`config.mk`:
```
export PLATFORM = sky130hd
export DESIGN_NAME = alu_multicycle
export DESIGN_NICKNAME = d
export VERILOG_FILES = /design/src/rtl/alu_multicycle.sv
export SDC_FILE = /design/constraint.sdc
export NUM_CORES = 1
export LEC_CHECK = 0
export CORE_AREA = 5 5 187 189
export DETAILED_ROUTE_END_ITERATION = 16
export DIE_AREA = 0 0 192 194
export PLACE_DENSITY = 0.78
export SYNTH_ARGS = -nofsm -noshare
export SYNTH_HDL_FRONTEND = slang
export SYNTH_SLANG_ARGS = --single-unit
```
`constraint.sdc`:
```
create_clock -name clk -period 7.8 [get_ports clk]
set_input_delay 0.78 -clock clk [delete_from_list [all_inputs] [get_ports clk]]
set_output_delay 0.78 -clock clk [all_outputs]
set_load 0.02 [all_outputs]
```
`src/rtl/alu_multicycle.sv`:
```
// ----------------------------------------------------------------------------
// alu_multicycle
//   Sequential execute-stage ALU. Logic, add/sub and signed compare finish in
//   one cycle; unsigned multiply (shift-add) and unsigned divide (restoring)
//   iterate one bit per cycle for WIDTH cycles.
//
//   Ports
//     clk        rising-edge clock
//     reset      asynchronous active-low reset
//     start      request, sampled only while idle
//     sel        opcode (captured with start)
//     src_a      operand A / multiplicand / dividend (captured with start)
//     src_b      operand B / multiplier / divisor    (captured with start)
//     busy       high in every state except IDLE
//     done       one-cycle pulse, results valid from this cycle
//     result_lo  primary result (low product / quotient)
//     result_hi  high product / remainder, 0 for single-cycle ops
//     zero       result_lo == 0, updated with done
//     div_zero   DIVU with src_b == 0, set with done, cleared on next start
// ----------------------------------------------------------------------------
module alu_multicycle #(
   parameter int WIDTH = 32,
   parameter int CNT_W = $clog2(WIDTH) + 1
) (
   input  logic             clk,
   input  logic             reset,
   input  logic             start,
   input  logic [2:0]       sel,
   input  logic [WIDTH-1:0] src_a,
   input  logic [WIDTH-1:0] src_b,
   output logic             busy,
   output logic             done,
   output logic [WIDTH-1:0] result_lo,
   output logic [WIDTH-1:0] result_hi,
   output logic             zero,
   output logic             div_zero
);

   localparam logic [2:0] OP_AND  = 3'b000;
   localparam logic [2:0] OP_OR   = 3'b001;
   localparam logic [2:0] OP_ADD  = 3'b010;
   localparam logic [2:0] OP_XOR  = 3'b011;
   localparam logic [2:0] OP_SUB  = 3'b100;
   localparam logic [2:0] OP_MULU = 3'b101;
   localparam logic [2:0] OP_SLT  = 3'b110;
   localparam logic [2:0] OP_DIVU = 3'b111;

   typedef enum logic [1:0] {
      S_IDLE = 2'd0,
      S_MUL  = 2'd1,
      S_DIV  = 2'd2,
      S_FIN  = 2'd3
   } state_t;

   state_t           state_q, state_d;
   // acc: running high product / partial remainder
   // lo : multiplier shifting out, low product shifting in
   //      or dividend shifting out, quotient shifting in
   // opb: multiplicand / divisor
   logic [WIDTH-1:0] acc_q, acc_d;
   logic [WIDTH-1:0] lo_q, lo_d;
   logic [WIDTH-1:0] opb_q, opb_d;
   logic [CNT_W-1:0] cnt_q, cnt_d;
   logic [WIDTH-1:0] res_lo_q, res_lo_d;
   logic [WIDTH-1:0] res_hi_q, res_hi_d;
   logic             zero_q, zero_d;
   logic             dz_q, dz_d;

   // ------------------------------------------------------------------
   // Single-cycle result, straight from the live operands (only used in
   // the accepting cycle, so no latched copy is needed).
   // ------------------------------------------------------------------
   logic [WIDTH-1:0] alu_res;
   logic             slt_bit;

   assign slt_bit = $signed(src_a) < $signed(src_b);

   always_comb begin
      alu_res = '0;
      unique case (sel)
         OP_AND:  alu_res = src_a & src_b;
         OP_OR:   alu_res = src_a | src_b;
         OP_ADD:  alu_res = src_a + src_b;
         OP_XOR:  alu_res = src_a ^ src_b;
         OP_SUB:  alu_res = src_a - src_b;
         OP_SLT:  alu_res = {{(WIDTH-1){1'b0}}, slt_bit};
         default: alu_res = '0;
      endcase
   end

   // ------------------------------------------------------------------
   // Shift-add multiply step: add multiplicand when the current multiplier
   // LSB is set, then shift the {acc, lo} pair right by one. The carry out
   // of the add lands in the top bit of acc.
   // ------------------------------------------------------------------
   logic [WIDTH:0]   mul_sum;
   logic [WIDTH-1:0] mul_hi, mul_lo;

   assign mul_sum = {1'b0, acc_q} + {1'b0, opb_q & {WIDTH{lo_q[0]}}};
   assign mul_hi  = mul_sum[WIDTH:1];
   assign mul_lo  = {mul_sum[0], lo_q[WIDTH-1:1]};

   // ------------------------------------------------------------------
   // Restoring divide step: shift the next dividend bit into the partial
   // remainder, trial-subtract the divisor and keep the difference only if
   // it did not go negative. Since rem < divisor, the shifted value is below
   // 2*divisor, so bit WIDTH of the difference is a reliable sign.
   // ------------------------------------------------------------------
   logic [WIDTH:0]   div_sh, div_diff;
   logic             div_ok;
   logic [WIDTH-1:0] div_rem, div_quo;

   assign div_sh   = {acc_q, lo_q[WIDTH-1]};
   assign div_diff = div_sh - {1'b0, opb_q};
   assign div_ok   = ~div_diff[WIDTH];
   assign div_rem  = div_ok ? div_diff[WIDTH-1:0] : div_sh[WIDTH-1:0];
   assign div_quo  = {lo_q[WIDTH-2:0], div_ok};

   // ------------------------------------------------------------------
   // Next-state / datapath control
   // ------------------------------------------------------------------
   always_comb begin
      state_d  = state_q;
      acc_d    = acc_q;
      lo_d     = lo_q;
      opb_d    = opb_q;
      cnt_d    = cnt_q;
      res_lo_d = res_lo_q;
      res_hi_d = res_hi_q;
      zero_d   = zero_q;
      dz_d     = dz_q;

      unique case (state_q)
         S_IDLE: begin
            if (start) begin
               dz_d = 1'b0;
               if (sel == OP_MULU) begin
                  acc_d   = '0;
                  lo_d    = src_b;
                  opb_d   = src_a;
                  cnt_d   = CNT_W'(WIDTH);
                  state_d = S_MUL;
               end else if (sel == OP_DIVU) begin
                  if (src_b == '0) begin
                     // Divide by zero short-circuits straight to FIN.
                     res_lo_d = '1;
                     res_hi_d = src_a;
                     zero_d   = 1'b0;
                     dz_d     = 1'b1;
                     state_d  = S_FIN;
                  end else begin
                     acc_d   = '0;
                     lo_d    = src_a;
                     opb_d   = src_b;
                     cnt_d   = CNT_W'(WIDTH);
                     state_d = S_DIV;
                  end
               end else begin
                  res_lo_d = alu_res;
                  res_hi_d = '0;
                  zero_d   = (alu_res == '0);
                  state_d  = S_FIN;
               end
            end
         end

         S_MUL: begin
            acc_d = mul_hi;
            lo_d  = mul_lo;
            cnt_d = cnt_q - CNT_W'(1);
            // Results are written on the last iteration so they are
            // already visible during the FIN (done) cycle.
            if (cnt_q == CNT_W'(1)) begin
               res_lo_d = mul_lo;
               res_hi_d = mul_hi;
               zero_d   = (mul_lo == '0);
               state_d  = S_FIN;
            end
         end

         S_DIV: begin
            acc_d = div_rem;
            lo_d  = div_quo;
            cnt_d = cnt_q - CNT_W'(1);
            if (cnt_q == CNT_W'(1)) begin
               res_lo_d = div_quo;
               res_hi_d = div_rem;
               zero_d   = (div_quo == '0);
               state_d  = S_FIN;
            end
         end

         S_FIN: begin
            // start is deliberately ignored here.
            state_d = S_IDLE;
         end

         default: state_d = S_IDLE;
      endcase
   end

   // ------------------------------------------------------------------
   // State registers
   // ------------------------------------------------------------------
   always_ff @(posedge clk or negedge reset) begin
      if (!reset) begin
         state_q  <= S_IDLE;
         acc_q    <= '0;
         lo_q     <= '0;
         opb_q    <= '0;
         cnt_q    <= '0;
         res_lo_q <= '0;
         res_hi_q <= '0;
         zero_q   <= 1'b0;
         dz_q     <= 1'b0;
      end else begin
         state_q  <= state_d;
         acc_q    <= acc_d;
         lo_q     <= lo_d;
         opb_q    <= opb_d;
         cnt_q    <= cnt_d;
         res_lo_q <= res_lo_d;
         res_hi_q <= res_hi_d;
         zero_q   <= zero_d;
         dz_q     <= dz_d;
      end
   end

   // done and busy decode directly from the state register, so both are
   // glitch-free and drop with the async reset.
   assign busy      = (state_q != S_IDLE);
   assign done      = (state_q == S_FIN);
   assign result_lo = res_lo_q;
   assign result_hi = res_hi_q;
   assign zero      = zero_q;
   assign div_zero  = dz_q;

endmodule

```
==> results.py <==
metrics = {
    "setup_path": {
        "crit_family": "compound AO/OA/AOI/OAI gates",
        "cp-start-kind": "flop",
        "crit_type": "flop to flop",
        "crit_arrival_ns": 5.41,
        "crit_path_max_fanout": 34,
        "timing.rr.end": "result_hi[12]",
        "crit_required_ns": 8.10,
        "crit_path_max_incr_delay_ns": 0.59,
        "path_buf_inv": 3,
        "rrSetupSlack_ns": 2.69,
        "rr_startpoint": "lo_q[31]",
        "reg2reg_depth": 17,
        "worstPathCellList": "inv_1, ha_1, inv_1, fa_1, a211oi_1, nor2_1, o211ai_1, a21oi_1, o21ai_0, nand3_1, xor2_4, buf_4, mux2i_1, nor2_1, a21oi_1, a21boi_0, o21ai_0",
        "slowest_stage": "a21boi_0",
        "worstSetupEndpointType": "flop",
    },
    "drt": {
        "routedWlPerCell_um": 24.48,
        "detail_route.iter0.violations": 2303,
        "firstDrtPassIters": 8,
        "ant_nets": 0,
        "vias": 19520,
        "vias_per_cell": 6.733,
        "drcViolationCount": 0,
        "routed_wirelength_mm": 70.98,
    },
    "cells_and_area": {
        "syn2layout_area_growth_pct": 12.28,
        "layout-drive-gt1-share_pct": 4.776,
        "nNetsFinal": 2680,
        "fill_cells": 2949,
    },
    "die": {
        "core_um2": 33110,
        "ioPinCount": 138,
        "die_h_um": 194,
        "dieWidth_um": 192,
        "die_area_um2": 37250,
        "rows": 67,
        "initial_utilization_pct": 54.35,
    },
    "power": {
        "swShare_pct": 53.04,
        "pwr-share-comb_pct": 69.1,
        "intPower_w": 0.003884,
        "p_switching_w": 0.004387,
        "vdd_drop_max_mv": 0.3915,
        "p_per_area_nw_per_um2": 409.3,
        "leakage_nw": 8.969,
        "total_power_w": 0.008271,
        "pwr-share-seq_pct": 20.4,
        "pwr-share-clk_pct": 10.5,
    },
    "sta": {
        "rsz0062_at_grt": "false",
        "setup_ws_ns": 2.688,
        "relSlewSlack_pct": 21.24,
        "hold_viol": 0,
        "max_freq_mhz": 195.6,
        "final.min_clock_period_ns": 5.112,
        "clock_skew_ns": 0.02234,
        "tns_ns": 0,
        "worst_pin_slew_ns": 1.181,
        "fin_crit_sh_pct": 65.53,
        "final-setup-viol-count": 0,
        "drv_slew": 0,
    },
    "outcome": {
        "outcome": "finished clean",
    },
    "placed_design": {
        "hpwlAfterDp_mm": 53.38,
        "dp_slack_ns": 2.511,
        "io_buffers": 137,
        "place.gp.congestion": 1.057,
    },
    "logic_synthesis": {
        "synth_ff_type": "dfrtp_1",
        "synth.most_common_cell": "a21oi_1",
        "syn-num-nets": 2642,
        "synth_common_cells": "253 x a21oi_1, 230 x nand2_1, 210 x nor2_1",
        "synth_area_um2": 18000,
        "synth-async-reset-ratio_pct": 100.0,
        "syn_inst": 2399,
        "syn_area_per_cell_um2": 7.502,
        "yosys.area.top_type": "dfrtp_1",
        "ys_warn_count": 0,
        "netlist.area_leader.share_pct": 23.64,
        "ys_seq_area_share_pct": 23.64,
        "synth_edf_count": 0,
        "ys_types": 89,
        "synth_area_leaders": "dfrtp_1 24%, ha_1 12%, a21oi_1 7.0%",
        "ys_ff_latch": 170,
    },
    "clocking": {
        "ctsHtreeMaxLevel": 4,
        "cts_buffers": 17,
        "cts_tree": "built",
        "cts.repair.resized": 0,
        "clkLatencyLatePin_ns": 0.46,
        "clk_pin_slew_worst_paths_ns": 0.09,
        "cts-hold-fix-buffers": 0,
        "cts_setup_buffers": 0,
        "cts_sinks": 170,
        "cts.path.max_buffers": 2,
        "cts_root_buf": "clkbuf_16",
    },
    "grt": {
        "grt-ovfl-total": 0,
        "grt_max_degree": 107,
        "grt_pass1_vias": 18190,
        "track_usage_pct": 37.04,
        "antenna_found_initial": 1,
        "grt_pass1_wl_mm": 108.2,
    },
    "run": {
        "maxCapViolCount": 0,
    },
    "min_path": {
        "min_path_type": "input port to asynchronous set/reset pin",
    },
}
cell usage in the layout (no fill, tap or decap), types with 44 or more instances in the layout:
master and instances:
o21ai_0 205, clkdlybuf4s50_1 135, and2_1 44, a21oi_1 252
nor2_1 208, mux2i_1 53, ha_1 168, a211oi_1 63
inv_1 165, a21o_1 63, dfrtp_1 170, nand2_1 230
cell type report:
cell class | instances | area, um^2 | share of cell area (%)
antenna | 1 | 2.502 | 0.01238
clock buffer | 18 | 429.2 | 2.124
clock inverter | 14 | 138.9 | 0.6873
inverter | 166 | 623.1 | 3.084
multi-input combinational | 1914 | 12600 | 62.35
sequential | 170 | 4254 | 21.05
tap | 448 | 560.5 | 2.774
timing repair buffer | 168 | 1600 | 7.919
metal layers:
layer,track usage (%),part of all wire [%],vias up
li1,-,-,8782
met1,54.46,42,9269
met2,53.31,42,1289
met3,7.904,12,180
met4,13.68,4.1,0
met5,0,0,-
how the worst max path moves through the flow:
stage | start | end | slack, ns | cells past startpoint
detailed placement | src_a[10] | zero | 2.51 | 15
floorplan | src_a[0] | zero | 3.91 | 15
global placement | sel[0] | zero | 2.51 | 14
finish | lo_q[31] | result_hi[12] | 2.69 | 17
CTS | lo_q[31] | result_hi[12] | 2.86 | 17
global route | lo_q[31] | result_hi[12] | 2.53 | 17
logic make-up (layout without fill, tap and decap cells):
group	Yosys count	in the layout	synth area share (%)
multiplexers	62	62	3.511
AND/OR/NAND/NOR	711	711	18.37
buffers and inverters	315	366	6.716
AO/OA/AOI/OAI	901	901	32.31
other	0	1	0
flip-flops	170	170	23.64
adder cells (fa/ha/maj)	173	173	12.19
XOR/XNOR	67	67	3.261
power by group through the flow:
stage | logic, W | registers (W) | clock network, W
finish | 0.00572 | 0.00169 | 0.000865
global route | 0.00618 | 0.00174 | 0.000906
CTS | 0.00558 | 0.00168 | 0.000865
detailed placement | 0.00555 | 0.00169 | 0
global placement | 0.00543 | 0.00168 | 0
floorplan | 0.00376 | 0.00175 | 0
worst reg2reg max path, stage by stage (launching register included):
cell	delay, ns
dfrtp_1	0.47
inv_1	0.09
ha_1	0.19
inv_1	0.06
fa_1	0.44
a211oi_1	0.26
nor2_1	0.13
o211ai_1	0.39
a21oi_1	0.18
o21ai_0	0.20
nand3_1	0.18
xor2_4	0.40
buf_4	0.55
mux2i_1	0.27
nor2_1	0.06
a21oi_1	0.35
a21boi_0	0.59
o21ai_0	0.15
state kept, by name, indices dropped and copies added, names as in the netlist, 2 cells and up:
signal and flops:
opb_q 32, acc_q 32, result_lo 32, cnt_q 6
result_hi 32, state_q 2, lo_q 32
through the flow:
stage | cell area, um^2 | hold slack, ns | cells | utilization [%]
after floorplan | 18000 | 0.4678 | 2399 | -
after global placement | 19640 | 0.4599 | 2866 | 59.30
after detailed placement | 19640 | 0.4646 | 2866 | 59.30
after CTS | 20200 | 0.4147 | 2898 | 61.02
after global routing | 20200 | 0.4550 | 2898 | 61.02
final | 20210 | 0.3891 | 2899 | 61.02
No activity file was read; power rests on OpenSTA's default activity.
